### config.mk
export PLATFORM = sky130hd
export DESIGN_NAME = apb_master
export DESIGN_NICKNAME = d
export VERILOG_FILES = /design/src/rtl/apb_master.sv
export SDC_FILE = /design/constraint.sdc
export NUM_CORES = 1
export LEC_CHECK = 0
export CAP_MARGIN = 40
export CELL_PAD_IN_SITES_DETAIL_PLACEMENT = 0
export CELL_PAD_IN_SITES_GLOBAL_PLACEMENT = 2
export CORE_UTILIZATION = 25
export CTS_BUF_LIST = sky130_fd_sc_hd__clkbuf_8
export CTS_CLUSTER_SIZE = 8
export DETAILED_ROUTE_END_ITERATION = 16
export PLACE_DENSITY = 0.78
export SYNTH_ARGS = -nofsm -noshare
export SYNTH_HDL_FRONTEND = slang
export SYNTH_SLANG_ARGS = --single-unit
export TNS_END_PERCENT = 100
### constraint.sdc
create_clock -name PCLK -period 1.8 [get_ports PCLK]
set_clock_uncertainty 0.2 [all_clocks]
set_input_delay 0.36 -clock PCLK [delete_from_list [all_inputs] [get_ports PCLK]]
set_output_delay 0.36 -clock PCLK [all_outputs]
set_load 0.01 [all_outputs]
### src/rtl/apb_master.sv
// APB requester: turns single valid/ready commands into SETUP/ACCESS bus
// transfers and returns one response per command (read data or timeout).
module apb_master #(
  parameter int ADDR_WIDTH = 32,
  parameter int DATA_WIDTH = 32,
  parameter int TIMEOUT    = 16
) (
  input  logic                  PCLK,
  input  logic                  PRESETn,
  input  logic                  cmd_valid,
  output logic                  cmd_ready,
  input  logic                  cmd_write,
  input  logic [ADDR_WIDTH-1:0] cmd_addr,
  input  logic [DATA_WIDTH-1:0] cmd_wdata,
  output logic                  rsp_valid,
  output logic [DATA_WIDTH-1:0] rsp_rdata,
  output logic                  rsp_err,
  output logic [ADDR_WIDTH-1:0] PADDR,
  output logic                  PSELx,
  output logic                  PENABLE,
  output logic                  PWRITE,
  output logic [DATA_WIDTH-1:0] PWDATA,
  input  logic                  PREADY,
  input  logic [DATA_WIDTH-1:0] PRDATA
);
  localparam int CW = $clog2(TIMEOUT + 1);

  typedef enum logic [1:0] {IDLE = 2'd0, SETUP = 2'd1, ACCESS = 2'd2} state_t;

  // Every output is a flop; the whole register set lives in one struct so the
  // next-state process can compute it in one place.
  typedef struct packed {
    state_t                st;
    logic [CW-1:0]         wcnt;
    logic                  cmd_ready;
    logic                  psel;
    logic                  penable;
    logic                  pwrite;
    logic [ADDR_WIDTH-1:0] paddr;
    logic [DATA_WIDTH-1:0] pwdata;
    logic                  rsp_valid;
    logic                  rsp_err;
    logic [DATA_WIDTH-1:0] rsp_rdata;
  } regs_t;

  regs_t r, n;

  always_ff @(posedge PCLK or negedge PRESETn) begin
    if (!PRESETn) r <= '0;
    else          r <= n;
  end

  always_comb begin
    n           = r;
    n.rsp_valid = 1'b0;
    case (r.st)
      IDLE: begin
        // Also the path that raises cmd_ready on the first edge after reset.
        n.cmd_ready = 1'b1;
        if (cmd_valid && r.cmd_ready) begin
          n.st        = SETUP;
          n.cmd_ready = 1'b0;
          n.psel      = 1'b1;
          n.penable   = 1'b0;
          n.pwrite    = cmd_write;
          n.paddr     = cmd_addr;
          n.pwdata    = cmd_wdata;
        end
      end
      SETUP: begin
        n.st      = ACCESS;
        n.penable = 1'b1;
        n.wcnt    = '0;
      end
      ACCESS: begin
        if (PREADY) begin
          n.st        = IDLE;
          n.psel      = 1'b0;
          n.penable   = 1'b0;
          n.cmd_ready = 1'b1;
          n.rsp_valid = 1'b1;
          n.rsp_err   = 1'b0;
          n.rsp_rdata = r.pwrite ? '0 : PRDATA;
        end else if (r.wcnt == CW'(TIMEOUT - 1)) begin
          // TIMEOUT-th consecutive low-PREADY edge: abort with an error.
          n.st        = IDLE;
          n.psel      = 1'b0;
          n.penable   = 1'b0;
          n.cmd_ready = 1'b1;
          n.rsp_valid = 1'b1;
          n.rsp_err   = 1'b1;
          n.rsp_rdata = '0;
        end else begin
          n.wcnt = r.wcnt + CW'(1);
        end
      end
      default: n.st = IDLE;
    endcase
  end

  assign cmd_ready = r.cmd_ready;
  assign rsp_valid = r.rsp_valid;
  assign rsp_rdata = r.rsp_rdata;
  assign rsp_err   = r.rsp_err;
  assign PADDR     = r.paddr;
  assign PSELx     = r.psel;
  assign PENABLE   = r.penable;
  assign PWRITE    = r.pwrite;
  assign PWDATA    = r.pwdata;
endmodule

==> reports/results.txt <==
Slew Viols, Final = 0
drt pass-1 iters = 4
Primary FF master, synth = dfrtp_1
chip width = 141.3 um
Worst EP required = 1.86 ns
drt initial violations = 55
max-cap viol count = 0
HP Class = in2async
RR Endpoint = rsp_rdata[2]$_DFFE_PN0P_
flop2flop setup slack = -0.1 ns
TritonCTS clock tree = yes
nets@finish = 600
Synth top area share = 0.5626
area leader, netlist = dfrtp_1
total global routing overflow = 0
final setup fails = 45
Synth Warn # = 0
die footprint = 19950 um^2
sequential area share after synthesis = 0.5626
relative slew slack = 0.7692
Leak = 3.189 nW
Fmax = 527.0 MHz
Post-synth EDFFs = 0
CTS Sinks = 109
layout cell share with drive strength beyond 1 = 0.2435
min Tclk post-route = 1.898 ns
DR WL/cell = 15.19 um
Setup WS pre-CTS = -0.3785 ns
Initial Utilization = 0.2575
Tot GR Track Use = 0.1115
Antenna Nets Post-Route = 0
status = complete, but fails checks
RD Place Congestion = 0.7381
RSZ-0062 raised after global routing = yes
Remaining DRCs = 0
part of the cycle the worst path needs = 1.054
Syn-to-layout area delta = 43.02%
Netlist Area Pre-Place = 4848 um^2
Design Power = 0.01052 W
pwr/cell area = 1516 nW/um^2
slowest stage delay, CP = 0.37 ns
initial antenna violation count = 0
Final Hold Viols = 0
final WL = 11560 um
worst hold slack = 0.1607 ns
number of buffers created by CTS = 9
violated checks = setup timing
pin count of the biggest net entering global routing = 56
# diodes = 0
Worst setup EP type = flip-flop
Worst Path Arrival = 1.96 ns
synthesized area per cell = 13.28 um^2
CP max-delay cell = dfrtp_1
first-pass GRT wire length = 17240 um
number of global-route vias before repair = 3348
Top Ports = 203
post-DP HPWL = 7965 um
vias = 3098
Cell Rows = 50
asr flop ratio synth = 1.000
Netlist cell types = 29
Clock transition at path regs = 0.11 ns
Die Span Y = 141.3 um
H-tree levels = 3
final worst slack = -0.09756 ns
Mapped Nets = 469
#FFs+latches synth = 109
Worst VDD drop = 0.4499 mV
synth top area cells = dfrtp_1, buf_4, mux2_2
critical path cell sequence = ha_2 > and3_4 > ha_4 > nor2_2 > or2_4 > buf_12 > a22o_1
clock root buffer master = clkbuf_8
Worst-Skew Late Latency = 0.37 ns
core area = 18830 um^2
r2r worst-path depth = 7
post-synthesis cell count = 365
RR Startpoint = r[103]$_DFFE_PN0P_
critical path fanouts, max = 32
vias per std cell = 4.071
clk buf depth = 2
I/O Buffers = 202
Worst Max-Slew Pin Slew = 0.3451 ns
CP Class = reg2reg
crit start category = flip-flop
-- stage by stage --
step                      TNS [ns]  std cells    util  instance area, um^2
final                       -2.871        761  0.3682                 6934
after global routing        -6.592        761  0.3682                 6934
after CTS                   -2.776        753  0.3573                 6729
after detailed placement    -27.27        736  0.3530                 6648
after global placement      -24.55        736  0.3530                 6648
after floorplan             -2.405        365       -                 4898
-- layout make-up --
cell class,count,area (um^2)
Fill cell,1860,11900
Inverter,5,18.77
Clock inverter,7,67.56
Sequential cell,109,2729
Timing Repair Buffer,232,2252
Clock buffer,9,123.9
Multi-Input combinational cell,139,1418
Tap cell,260,325.3
-- power by group --
part | total (W) | switching (W) | leakage [nW] | internal (W)
sequential | 0.00417 | 0.000585 | 1.34 | 0.00359
clock | 0.00148 | 0.000839 | 0.0964 | 0.000637
combinational | 0.00487 | 0.00202 | 1.76 | 0.00285
total | 0.0105 | 0.00344 | 3.19 | 0.00707
-- cell usage in the layout, fill, tap and decap left out, drive strengths merged, types with 2 or more instances in the layout --
cell	synthesis	layout
buf	110	28
nand2b	2	2
a21oi	4	4
inv	5	6
clkinv	0	3
ha	3	3
nor3	2	2
mux2	65	65
and3	2	2
clkinvlp	0	2
clkdlybuf4s50	0	98
a22o	35	35
o21ai	6	6
clkbuf	2	11
dlygate4sd2	0	101
dfrtp	109	109
nand2	4	4
nor2	4	4
-- metal layers --
layer	up-vias	share of wire	GRT usage
met5	-	0	0
met4	0	0.015	0.04691
met3	10	0.075	0.03544
met2	114	0.50	0.1975
met1	1545	0.41	0.1228
li1	1429	-	-
-- flip-flops by register name (all words and copies together), names as in the netlist --
register / flops
rsp_rdata: 32
rsp_err: 1
PWRITE: 1
r: 7
PENABLE: 1
PWDATA: 32
rsp_valid: 1
PSELx: 1
PADDR: 32
cmd_ready: 1
-- critical path: cells and delay by family (launching register included) --
family,cells,cell delay [ns]
AOI/OAI and AO/OA,1,0.24
adders and majority gates,2,0.31
DFF,1,0.37
buffers and inverters,1,0.17
and+or+nand+nor,3,0.50
-- cells by family after synthesis --
logic type / count (synthesis) / share of synthesized area
buffers and inverters: 117 / 0.1696
DFF: 109 / 0.5626
muxes: 66 / 0.1530
AOI/OAI and AO/OA: 50 / 0.08181
and+or+nand+nor: 19 / 0.02348
adders and majority gates: 3 / 0.007743
xor gates and xnor gates: 1 / 0.001807
-- Yosys cell counts (2+ instances only) --
cell type    n
dfrtp_1    109
buf_4       98
mux2_2      64
a22o_1      35
buf_2       12
o21ai_0      6
inv_1        5
a21oi_1      4
nand2_1      4
nor2_1       4
ha_1         3
and3_1       2
clkbuf_1     2
nand2b_1     2
-- worst max path at each step --
stage / slack (ns) / endpoint / start / depth (start not counted)
5_1_grt: -0.17 / rsp_rdata[2]$_DFFE_PN0P_ / r[103]$_DFFE_PN0P_ / 7
2_1_floorplan: -0.09 / rsp_rdata[10]$_DFFE_PN0P_ / r[102]$_DFFE_PN0P_ / 8
3_3_place_gp: -0.33 / PWDATA[16]$_DFFE_PN0P_ / cmd_valid / 5
6_report: -0.1 / rsp_rdata[2]$_DFFE_PN0P_ / r[103]$_DFFE_PN0P_ / 7
3_5_place_dp: -0.38 / PWDATA[15]$_DFFE_PN0P_ / cmd_valid / 5
4_1_cts: -0.10 / rsp_rdata[2]$_DFFE_PN0P_ / r[103]$_DFFE_PN0P_ / 7
-- what timing repair did --
item                       in CTS  in global routing
pin swaps                       0                  2
setup buffers                   0                  4
hold endpoints to repair      109                  0
gates cloned                    0                  4
hold buffers                    1                  0
resized for setup             105                 32
setup endpoints to repair     141                 56
Power figures use the tool's default switching activity.
